===== config.mk =====
export PLATFORM = sky130hd
export DESIGN_NAME = repne_seq_wb_flat
export DESIGN_NICKNAME = d
export VERILOG_FILES = /design/src/rtl/wb_pkg.sv /design/src/rtl/repne_seq_wb_if.sv /design/src/rtl/equal_to_zero.sv /design/src/rtl/repne_seq_wb.sv /design/src/flat_wrapper.sv
export SDC_FILE = /design/constraint.sdc
export NUM_CORES = 1
export LEC_CHECK = 0
export ABC_AREA = 0
export CORE_AREA = 3 3 49 51
export DETAILED_ROUTE_END_ITERATION = 7
export DIE_AREA = 0 0 52 54
export PLACE_DENSITY = 0.81
export SLEW_MARGIN = 30
export SYNTH_ARGS = -nofsm -noshare
export SYNTH_HDL_FRONTEND = slang
export SYNTH_SLANG_ARGS = --single-unit

===== constraint.sdc =====
create_clock -name CLK -period 3.8 [get_ports CLK]
set_clock_uncertainty 0.15 [all_clocks]
set_input_delay 0.76 -clock CLK [delete_from_list [all_inputs] [get_ports CLK]]
set_output_delay 0.76 -clock CLK [all_outputs]
set_load 0.01 [all_outputs]

===== src/rtl/wb_pkg.sv =====
// Shared writeback-stage definitions: sequencer state encoding and uop classification.
package wb_pkg;

  localparam int unsigned SEQ_STATE_W = 2;
  localparam int unsigned CNT_W_DEF   = 32;
  localparam int unsigned ITER_W_DEF  = 16;

  typedef enum logic [SEQ_STATE_W-1:0] {
    SEQ_IDLE   = 2'd0,
    SEQ_WAIT2  = 2'd1,
    SEQ_REPEAT = 2'd2,
    SEQ_HALT   = 2'd3
  } seq_state_e;

  typedef enum logic [1:0] {
    UOP_OTHER  = 2'd0,
    UOP_FIRST  = 2'd1,
    UOP_SECOND = 2'd2,
    UOP_HALT   = 2'd3
  } uop_kind_e;

  // HLT outranks CMPS; a uop flagged both FIRST and SECOND is handled as SECOND.
  function automatic uop_kind_e uop_class(input logic first, input logic second,
                                          input logic halt);
    uop_kind_e k;
    k = UOP_OTHER;
    if (halt) begin
      k = UOP_HALT;
    end else if (second) begin
      k = UOP_SECOND;
    end else if (first) begin
      k = UOP_FIRST;
    end
    return k;
  endfunction

endpackage


===== src/rtl/repne_seq_wb_if.sv =====
// WB-stage uop inputs and sequencer outputs for repne_seq_wb.
interface repne_seq_wb_if #(
  parameter int unsigned CNT_W  = 32,
  parameter int unsigned ITER_W = 16
);

  logic                         WB_V;
  logic                         WB_flush;
  logic                         CS_IS_CMPS_FIRST_UOP_ALL;
  logic                         CS_IS_CMPS_SECOND_UOP_ALL;
  logic                         CS_IS_HALT_WB;
  logic                         WB_d2_repne_wb;
  logic                         ZF;
  logic [CNT_W-1:0]             WB_RESULT_C;

  logic                         seq_save_ptr;
  logic                         seq_repeat;
  logic                         seq_terminate;
  logic                         seq_halt_all;
  logic                         seq_err;
  logic [wb_pkg::SEQ_STATE_W-1:0] seq_state;
  logic [ITER_W-1:0]            seq_iter_cnt;

  modport master (
    output WB_V, WB_flush, CS_IS_CMPS_FIRST_UOP_ALL, CS_IS_CMPS_SECOND_UOP_ALL,
           CS_IS_HALT_WB, WB_d2_repne_wb, ZF, WB_RESULT_C,
    input  seq_save_ptr, seq_repeat, seq_terminate, seq_halt_all, seq_err,
           seq_state, seq_iter_cnt
  );

  modport slave (
    input  WB_V, WB_flush, CS_IS_CMPS_FIRST_UOP_ALL, CS_IS_CMPS_SECOND_UOP_ALL,
           CS_IS_HALT_WB, WB_d2_repne_wb, ZF, WB_RESULT_C,
    output seq_save_ptr, seq_repeat, seq_terminate, seq_halt_all, seq_err,
           seq_state, seq_iter_cnt
  );

endinterface


===== src/rtl/equal_to_zero.sv =====
// Full-width zero detect.
module equal_to_zero #(
  parameter int unsigned W = 32
) (
  input  logic [W-1:0] a_i,
  output logic         zero_o
);

  assign zero_o = (a_i == W'(0));

endmodule


===== src/rtl/repne_seq_wb.sv =====
// REPNE CMPS / HLT sequencer at writeback.
// Optional iteration counter enabled by defining REPNE_ITER_CNT_EN.
module repne_seq_wb
  import wb_pkg::*;
#(
  parameter int unsigned CNT_W  = CNT_W_DEF,
  parameter int unsigned ITER_W = ITER_W_DEF
) (
  input  logic          CLK,
  input  logic          RST,
  repne_seq_wb_if.slave bus
);

  seq_state_e state_q, state_d;
  logic       halt_q, halt_d;
  logic       err_q, err_d;
  logic       save_ptr_c, repeat_c, terminate_c;
  logic       v, cnt_zero, term, dual;
  uop_kind_e  kind;

  equal_to_zero #(.W(CNT_W)) u_cnt_zero (
    .a_i    (bus.WB_RESULT_C),
    .zero_o (cnt_zero)
  );

  assign v    = bus.WB_V & ~bus.WB_flush;
  assign term = bus.ZF | cnt_zero;
  assign dual = bus.CS_IS_CMPS_FIRST_UOP_ALL & bus.CS_IS_CMPS_SECOND_UOP_ALL;
  assign kind = uop_class(bus.CS_IS_CMPS_FIRST_UOP_ALL, bus.CS_IS_CMPS_SECOND_UOP_ALL,
                          bus.CS_IS_HALT_WB);

  // Next-state and same-cycle enables; reset, flush and HALT suppress every enable.
  always_comb begin
    state_d     = state_q;
    err_d       = err_q;
    save_ptr_c  = 1'b0;
    repeat_c    = 1'b0;
    terminate_c = 1'b0;
    if (RST || state_q == SEQ_HALT) begin
      state_d = state_q;
    end else if (bus.WB_flush) begin
      state_d = SEQ_IDLE;
    end else if (v) begin
      unique case (kind)
        UOP_HALT: state_d = SEQ_HALT;
        UOP_SECOND: begin
          if (dual) err_d = 1'b1;
          if (state_q == SEQ_WAIT2) begin
            if (!bus.WB_d2_repne_wb) begin
              state_d = SEQ_IDLE;
            end else if (term) begin
              state_d     = SEQ_IDLE;
              terminate_c = 1'b1;
            end else begin
              state_d  = SEQ_REPEAT;
              repeat_c = 1'b1;
            end
          end else begin
            err_d   = 1'b1;
            state_d = SEQ_IDLE;
          end
        end
        UOP_FIRST: begin
          // A repeated first half re-captures the pointer but is still an ordering error.
          save_ptr_c = 1'b1;
          state_d    = SEQ_WAIT2;
          if (state_q == SEQ_WAIT2) err_d = 1'b1;
        end
        default: begin
          if (state_q != SEQ_IDLE) begin
            err_d   = 1'b1;
            state_d = SEQ_IDLE;
          end
        end
      endcase
    end
    halt_d = halt_q | (state_d == SEQ_HALT);
  end

  always_ff @(posedge CLK) begin
    if (RST) begin
      state_q <= SEQ_IDLE;
      halt_q  <= 1'b0;
      err_q   <= 1'b0;
    end else begin
      state_q <= state_d;
      halt_q  <= halt_d;
      err_q   <= err_d;
    end
  end

`ifdef REPNE_ITER_CNT_EN
  logic [ITER_W-1:0] iter_q, iter_d;

  // Saturating count of repeats; cleared whenever the sequencer lands in IDLE.
  always_comb begin
    iter_d = iter_q;
    if (state_d == SEQ_IDLE) begin
      iter_d = ITER_W'(0);
    end else if (repeat_c && iter_q != {ITER_W{1'b1}}) begin
      iter_d = iter_q + ITER_W'(1);
    end
  end

  always_ff @(posedge CLK) begin
    if (RST) begin
      iter_q <= ITER_W'(0);
    end else begin
      iter_q <= iter_d;
    end
  end

  assign bus.seq_iter_cnt = iter_q;
`else
  assign bus.seq_iter_cnt = ITER_W'(0);
`endif

  assign bus.seq_save_ptr  = save_ptr_c;
  assign bus.seq_repeat    = repeat_c;
  assign bus.seq_terminate = terminate_c;
  assign bus.seq_halt_all  = halt_q;
  assign bus.seq_err       = err_q;
  assign bus.seq_state     = state_q;

endmodule


===== src/flat_wrapper.sv =====
// flat-port wrapper written by rule: the top's interface ports become plain ports
module repne_seq_wb_flat import wb_pkg::*;
#(
  parameter int unsigned CNT_W  = CNT_W_DEF,
  parameter int unsigned ITER_W = ITER_W_DEF
)
  (CLK, RST, bus_WB_V, bus_WB_flush, bus_CS_IS_CMPS_FIRST_UOP_ALL, bus_CS_IS_CMPS_SECOND_UOP_ALL, bus_CS_IS_HALT_WB, bus_WB_d2_repne_wb, bus_ZF, bus_WB_RESULT_C, bus_seq_save_ptr, bus_seq_repeat, bus_seq_terminate, bus_seq_halt_all, bus_seq_err, bus_seq_state, bus_seq_iter_cnt);
  repne_seq_wb_if #(.CNT_W(CNT_W), .ITER_W(ITER_W)) bus_i ();
  input  logic CLK;
  input  logic RST;
  input wire logic [$bits(bus_i.WB_V)-1:0] bus_WB_V;
  input wire logic [$bits(bus_i.WB_flush)-1:0] bus_WB_flush;
  input wire logic [$bits(bus_i.CS_IS_CMPS_FIRST_UOP_ALL)-1:0] bus_CS_IS_CMPS_FIRST_UOP_ALL;
  input wire logic [$bits(bus_i.CS_IS_CMPS_SECOND_UOP_ALL)-1:0] bus_CS_IS_CMPS_SECOND_UOP_ALL;
  input wire logic [$bits(bus_i.CS_IS_HALT_WB)-1:0] bus_CS_IS_HALT_WB;
  input wire logic [$bits(bus_i.WB_d2_repne_wb)-1:0] bus_WB_d2_repne_wb;
  input wire logic [$bits(bus_i.ZF)-1:0] bus_ZF;
  input wire logic [$bits(bus_i.WB_RESULT_C)-1:0] bus_WB_RESULT_C;
  output wire logic [$bits(bus_i.seq_save_ptr)-1:0] bus_seq_save_ptr;
  output wire logic [$bits(bus_i.seq_repeat)-1:0] bus_seq_repeat;
  output wire logic [$bits(bus_i.seq_terminate)-1:0] bus_seq_terminate;
  output wire logic [$bits(bus_i.seq_halt_all)-1:0] bus_seq_halt_all;
  output wire logic [$bits(bus_i.seq_err)-1:0] bus_seq_err;
  output wire logic [$bits(bus_i.seq_state)-1:0] bus_seq_state;
  output wire logic [$bits(bus_i.seq_iter_cnt)-1:0] bus_seq_iter_cnt;
  assign bus_i.WB_V = bus_WB_V;
  assign bus_i.WB_flush = bus_WB_flush;
  assign bus_i.CS_IS_CMPS_FIRST_UOP_ALL = bus_CS_IS_CMPS_FIRST_UOP_ALL;
  assign bus_i.CS_IS_CMPS_SECOND_UOP_ALL = bus_CS_IS_CMPS_SECOND_UOP_ALL;
  assign bus_i.CS_IS_HALT_WB = bus_CS_IS_HALT_WB;
  assign bus_i.WB_d2_repne_wb = bus_WB_d2_repne_wb;
  assign bus_i.ZF = bus_ZF;
  assign bus_i.WB_RESULT_C = bus_WB_RESULT_C;
  assign bus_seq_save_ptr = bus_i.seq_save_ptr;
  assign bus_seq_repeat = bus_i.seq_repeat;
  assign bus_seq_terminate = bus_i.seq_terminate;
  assign bus_seq_halt_all = bus_i.seq_halt_all;
  assign bus_seq_err = bus_i.seq_err;
  assign bus_seq_state = bus_i.seq_state;
  assign bus_seq_iter_cnt = bus_i.seq_iter_cnt;
  repne_seq_wb #(.CNT_W(CNT_W), .ITER_W(ITER_W)) u_core (.CLK(CLK), .RST(RST), .bus(bus_i));
endmodule

==> metrics.md, run 1 <==
| Metric | Value |
|---|---|
| Outcome | `complete, no violations` |
| CP Capture Type | `primary output` |
| Hold-fix buffers at CTS | `0` |
| TNS Setup | `0 ns` |
| RSZ-0062 raised after global routing | `false` |
| Starting density of the core | `28.7%` |
| Final core utilization | `53.1%` |
| Met2 GRT Util | `21.3%` |
| Cell Rows | `16` |
| Cells after Synth | `73` |
| Switching share of power | `25.5%` |
| DRT antenna net count | `0` |
| GRT busiest layer | `met2` |
| Top cell by count, worst path | `clkdlybuf4s50_1` |
| WS Path Type | `in2out` |
| Clock slew at reported path FFs | `0.03 ns` |
| Startpoint types | `input port` |
| Post-Route WL | `1780 um` |
| Type of the worst min-delay path | `reg2reg` |
| Critical path arrival | `2.70 ns` |
| Die height | `54 um` |
| Area grow syn2layout | `84.8%` |
| Met3 usage | `8.31%` |
| P_leak | `0.428 nW` |
| Vias per std cell | `4.54` |
| GRT Total Usage | `11.5%` |
| Synth Area per Inst | `7.80 um^2` |
| Yosys top cell by area | `buf_4` |
| Drt wl/cell | `11.8 um` |
| Max cap viols | `0` |
| Core area | `0.00198 mm^2` |
| Clock Power Share | `29.3%` |
| NetSw | `0.0431 mW` |
| PD cells | `161 mW/mm^2` |
| Worst path cell trace | `clkdlybuf4s50_1, nor2b_1, nor2_2, ha_1, nand2_1, nor3b_2, nand4_1, nor2_1, clkdlybuf4s50_1` |
| Synth top area share | `21.1%` |
| Num CTS Buffers | `3` |
| Met1 GRT Util | `10.4%` |
| DR pass1 iterations | `3` |
| PortBufs | `47` |
| Die ar. | `0.00281 mm^2` |
| I/O pins | `64` |
| Most used DFF post-synth | `dfxtp_1` |
| Crit-path leading delay family | `buffers and inverters` |
| Register area share after synthesis | `14.1%` |
| Crit-path slowest cell | `clkdlybuf4s50_1` |
| Final setup viols | `0` |
| Initial antenna violation count | `0` |
| Post-layout nets | `171` |
| DP Wirelength | `1600 um` |
| Initial drt markers | `3` |
| Critical path fanouts, max | `3` |
| Synthesis Warnings | `0` |
| Final Instance Area | `0.00105 mm^2` |
| Synth Register Bits | `4` |
| Final Cycle Share | `94.9%` |
| Deepest clock path buffer count | `2` |
| WP data required | `2.89 ns` |
| Post-synthesis async set-or-reset flop share | `0%` |
| Top post-synthesis cells by count | `16 x buf_4, 9 x nor4_1, 7 x nor2_1` |
| Max-slew violations | `0` |
| CTS tree | `done` |
| Pwr Total | `0.169 mW` |
| Post-synth EDFFs | `0` |
| Dpl cell area | `0.00102 mm^2` |
| Die width | `52 um` |
| Tmin final | `3.61 ns` |
| Placer congestion estimate | `0.799` |
| Internal power | `0.126 mW` |
| Fraction of layout cells with a size suffix above 1 | `12.1%` |
| Final hold vios | `0` |
| Worst Hold Slack | `0.320 ns` |
| Worst-Skew Late Latency | `0.23 ns` |
| Main area contributors after synthesis | `buf_4 21%, dfxtp_1 14%, nor4_1 9.9%` |
| H-tree Lvls | `1` |
| Cell area after synthesis | `569 um^2` |
| Diode count | `0` |
| Gr ovfl total | `0` |
| R2R Setup Slk | `2.29 ns` |
| First-pass GRT wire length | `2470 um` |
| Worst stage delay on the critical path | `0.54 ns` |
| Worst Path Buf+Inv | `2` |
| Max frequency | `277 MHz` |
| Root Driver | `clkbuf_4` |
| Via count | `685` |
| Netlist cell types | `26` |
| Largest net degree at the start of global routing | `9` |
| Top-count cell post-synth | `buf_4` |
| DRC Markers | `0` |
| Logic pwr share | `43.8%` |
| Worst VDD drop | `202 uV` |
| Num Clock Sinks | `4` |
| Vias in the first global route | `636` |
| Sequential share of power | `26.9%` |
-- stage by stage --
stage                     setup WS (ns)  std cells
after detailed placement         0.0773        147
after CTS                        0.0792        150
after global placement            0.160        147
after floorplan                    1.07         88
final                             0.194        151
after global routing             0.0306        151
-- cells in the final DEF, fill, tap and decap left out, drive strengths merged --
master,netlist,routed
inv,4,4
dlymetal6s2s,0,1
clkdlybuf4s50,0,46
ha,4,4
a21oi,1,1
buf,16,2
nand2,2,2
o211ai,1,1
nor3b,2,2
o21bai,1,1
and2,1,1
a211oi,1,1
o21ai,3,3
conb,1,16
o2bb2ai,1,1
nor2,7,7
a21boi,1,1
nor3,1,1
nor4,9,9
or2,1,1
nand2b,3,3
and4,1,1
a31oi,1,1
a211o,1,1
clkbuf,0,3
nand4,3,3
dfxtp,4,4
nor2b,2,2
a221oi,1,1
-- per-layer routing --
| layer | vias to the layer above | routed length [um] |
|---|---|---|
| met2 | 48 | 809 |
| met4 | 0 | 0 |
| li1 | 339 | - |
| met5 | - | 0 |
| met3 | 0 | 348 |
| met1 | 298 | 620 |
-- path summary, 6_finish.rpt --
path | start | end | cells past startpoint
setup / recovery | bus_CS_IS_CMPS_FIRST_UOP_ALL | bus_seq_repeat | 9
hold / removal | u_core.bus.seq_err | u_core.bus.seq_err | 2
setup reg to reg | u_core.bus.seq_state[0] | u_core.bus.seq_state[1] | 6
hold reg to reg | u_core.bus.seq_err | u_core.bus.seq_err | 2
-- power groups by stage --
stage,sequential (mW),clock [mW],combinational [mW]
finish,0.0455,0.0496,0.0740
CTS,0.0455,0.0526,0.0735
detailed placement,0.0460,0,0.0734
floorplan,0.0463,0,0.0352
global placement,0.0460,0,0.0721
global route,0.0458,0.0555,0.0796
-- tightest hold or removal path, delay by kind of cell (launching register included) --
kind	cells	cell delay, ns
AOI/OAI and AO/OA	1	0.04
DFF	1	0.32
and+or+nand+nor	1	0.07
-- state kept, by name, indices dropped and copies added, names as in the netlist --
| register | count |
|---|---|
| u_core.bus.seq_state | 2 |
| u_core.bus.seq_err | 1 |
| u_core.bus.seq_halt_all | 1 |
-- cell families (layout without fill, tap and decap cells) --
| family | after synthesis | count (layout) | synth area share (%) |
|---|---|---|---|
| simple gates | 32 | 32 | 34.7 |
| other cells | 1 | 16 | 0.659 |
| compound gates | 12 | 12 | 18.0 |
| fa+ha+maj | 4 | 4 | 8.79 |
| buf+inv | 20 | 56 | 23.7 |
| flops | 4 | 4 | 14.1 |
-- area by class of cell --
type	count	area, um^2
clock buffers	3	22.5
fillers	186	930
inverters	4	15.0
multi-input cells	64	413
flip-flops and latches	4	80.1
well taps	27	33.8
repair buffers	49	488
-- timing repair --
action / in CTS / in global routing
buffers inserted: 0 / 1
setup endpoints to repair: 0 / 2
gates resized for setup: 0 / 2
Power figures use the tool's default switching activity.
==> run 2: changes to the inputs <==
--- a/config.mk
+++ b/config.mk
@@ -6,10 +6,11 @@
 export NUM_CORES = 1
 export LEC_CHECK = 0
 export ABC_AREA = 0
-export CORE_AREA = 3 3 49 51
+export CORE_AREA = 3 3 50 52
+export CTS_CLUSTER_DIAMETER = 100
 export DETAILED_ROUTE_END_ITERATION = 7
-export DIE_AREA = 0 0 52 54
-export PLACE_DENSITY = 0.81
+export DIE_AREA = 0 0 53 55
+export PLACE_DENSITY = 0.78
 export SLEW_MARGIN = 30
 export SYNTH_ARGS = -nofsm -noshare
 export SYNTH_HDL_FRONTEND = slang
==> constraint.sdc (replaced) <==
create_clock -name CLK -period 3.7 [get_ports CLK]
set_clock_uncertainty 0.15 [all_clocks]
set_input_delay 0.74 -clock CLK [delete_from_list [all_inputs] [get_ports CLK]]
set_output_delay 0.74 -clock CLK [all_outputs]
set_load 0.01 [all_outputs]
==> metrics.md, run 2 (same netlist as run 1, synthesis figures left out) <==
| Metric | Value |
|---|---|
| Outcome | `complete, no violations (unchanged)` |
| Final Cycle Share | `95.9%` |
| Final hold vios | `0 (unchanged)` |
| # fillers | `222 (was 186)` |
| Vias per std cell | `4.54 (about the same)` |
| Type of the worst min-delay path | `reg2reg (unchanged)` |
| Final setup viols | `0 (unchanged)` |
| Starting density of the core | `26.5% (was 28.7%)` |
| Tmin final | `3.55 ns` |
| Clock slew at reported path FFs | `0.04 ns (was 0.03 ns)` |
| RSZ-0062 raised after global routing | `false (unchanged)` |
| Core area | `0.00215 mm^2 (was 0.00198 mm^2)` |
| DRC Markers | `0 (unchanged)` |
| Post-layout nets | `171 (unchanged)` |
| Die height | `55 um (was 54 um)` |
| Die width | `53 um (was 52 um)` |
| Max FFs per register | `2 (unchanged)` |
| Placer congestion estimate | `0.804 (was 0.799)` |
| Num CTS Buffers | `3 (unchanged)` |
| Die ar. | `0.00292 mm^2 (was 0.00281 mm^2)` |
| Final Instance Area | `0.00105 mm^2 (about the same)` |
| Root Driver | `clkbuf_4 (unchanged)` |
| DP Wirelength | `1710 um (was 1600 um)` |
| Initial antenna violation count | `0 (unchanged)` |
| Critical path fanouts, max | `2 (was 3)` |
| Gr ovfl total | `0 (unchanged)` |
| GRT Total Usage | `12.4% (was 11.5%)` |
| Max frequency | `282 MHz` |
| DRT antenna net count | `0 (unchanged)` |
| Dpl cell area | `0.00102 mm^2 (about the same)` |
| Largest net degree at the start of global routing | `9 (unchanged)` |
| PD cells | `169 mW/mm^2 (was 161 mW/mm^2)` |
| Deepest clock path buffer count | `2 (unchanged)` |
| Cell Rows | `17 (was 16)` |
| CTS tree | `done (unchanged)` |
| Worst VDD drop | `167 uV (was 202 uV)` |
| Post-Route WL | `1900 um (was 1780 um)` |
| CP Capture Type | `primary output (unchanged)` |
| WP data required | `2.81 ns (was 2.89 ns)` |
| Num Clock Sinks | `4 (unchanged)` |
| I/O pins | `64 (unchanged)` |
| TNS Setup | `0 ns (unchanged)` |
| Max cap viols | `0 (unchanged)` |
| Most frequent cells in the layout | `45 x clkdlybuf4s50_1, 16 x conb_1, 9 x nor4_1 (was 46 x clkdlybuf4s50_1, 16 x conb_1, 9 x nor4_1)` |
| Commonest non-fill, non-tap cell in the layout | `clkdlybuf4s50_1 (unchanged)` |
| Pwr Total | `0.177 mW (was 0.169 mW)` |
| Max-slew violations | `0 (unchanged)` |
| Startpoint types | `input port (unchanged)` |
| Area grow syn2layout | `84.4% (was 84.8%)` |
| DR pass1 iterations | `4 (was 3)` |
| PortBufs | `47 (unchanged)` |
| Vias in the first global route | `659 (was 636)` |
| Worst-Skew Late Latency | `0.23 ns (about the same)` |
| WS Path Type | `in2out (unchanged)` |
| Worst Hold Slack | `0.337 ns (was 0.320 ns)` |
| Via count | `690 (was 685)` |
| H-tree Lvls | `1 (unchanged)` |
| Diode count | `0 (unchanged)` |
| Initial drt markers | `10 (was 3)` |
| Critical path arrival | `2.66 ns (was 2.70 ns)` |
| First-pass GRT wire length | `2680 um (was 2470 um)` |
| Fraction of layout cells with a size suffix above 1 | `11.3% (was 12.1%)` |
| Drt wl/cell | `12.5 um (was 11.8 um)` |
| P_leak | `0.432 nW (was 0.428 nW)` |
[run 2: cell types whose count changed in the layout (fill, tap and decap cells not counted)]
cell / previous run / this run
nor2_2: 1 / 0
nor2_1: 6 / 7
clkdlybuf4s50_1: 46 / 45
dlygate4sd2_1: 0 / 1
[run 2: path summary, 6_finish.rpt]
kind,startpoint,end,slack [ns],cells past startpoint
max reg2reg,u_core.bus.seq_state[0],u_core.bus.seq_halt_all,2.25,5
max,bus_CS_IS_CMPS_FIRST_UOP_ALL,bus_seq_save_ptr,0.15,8
min reg2reg,u_core.bus.seq_halt_all,u_core.bus.seq_halt_all,0.34,2
min,u_core.bus.seq_halt_all,u_core.bus.seq_halt_all,0.34,2
[run 2: per-stage QoR]
stage	utilization, %	worst slack, ns	instances
finish	48.9	0.151	152
CTS	48.7	0.0461	152
global placement	47.4	0.0664	148
detailed placement	47.4	-0.0458	148
global route	48.9	0.00226	152
floorplan	-	1.01	88
[run 2: timing repair]
item,CTS,global route
resized for setup,1,1
hold buffers,0,0
setup endpoints to repair,1,2
buffers inserted,1,0
cloned,0,0
pin swaps,1,1
[run 2: power by group]
group / internal, mW / switching (mW) / leakage [nW] / total (mW)
registers: 0.0448 / 0.00185 / 0.0325 / 0.0467
clock network: 0.0362 / 0.0173 / 0.0138 / 0.0535
logic: 0.0491 / 0.0278 / 0.386 / 0.0770
[run 2: layout make-up]
class | count | area [um^2] | share of cell area [%]
repair buffers | 49 | 487 | 46.4
multi-input cells | 64 | 410 | 39.1
flip-flops and latches | 4 | 80.1 | 7.63
well taps | 28 | 35.0 | 3.34
clock buffers | 3 | 22.5 | 2.15
inverters | 4 | 15.0 | 1.43
[run 2: metal layers]
metal	share of wire, %	GRT usage [%]
met1	33	11.3
met2	47	24.2
met3	18	7.51
met4	1.1	1.28
met5	0	0
[run 2: worst max-delay path, cell delays in order]
cell	delay (ns)
clkdlybuf4s50_1	0.48
nor2b_1	0.20
nor2_1	0.09
buf_4	0.14
inv_1	0.08
ha_1	0.19
and4_2	0.21
clkdlybuf4s50_1	0.53
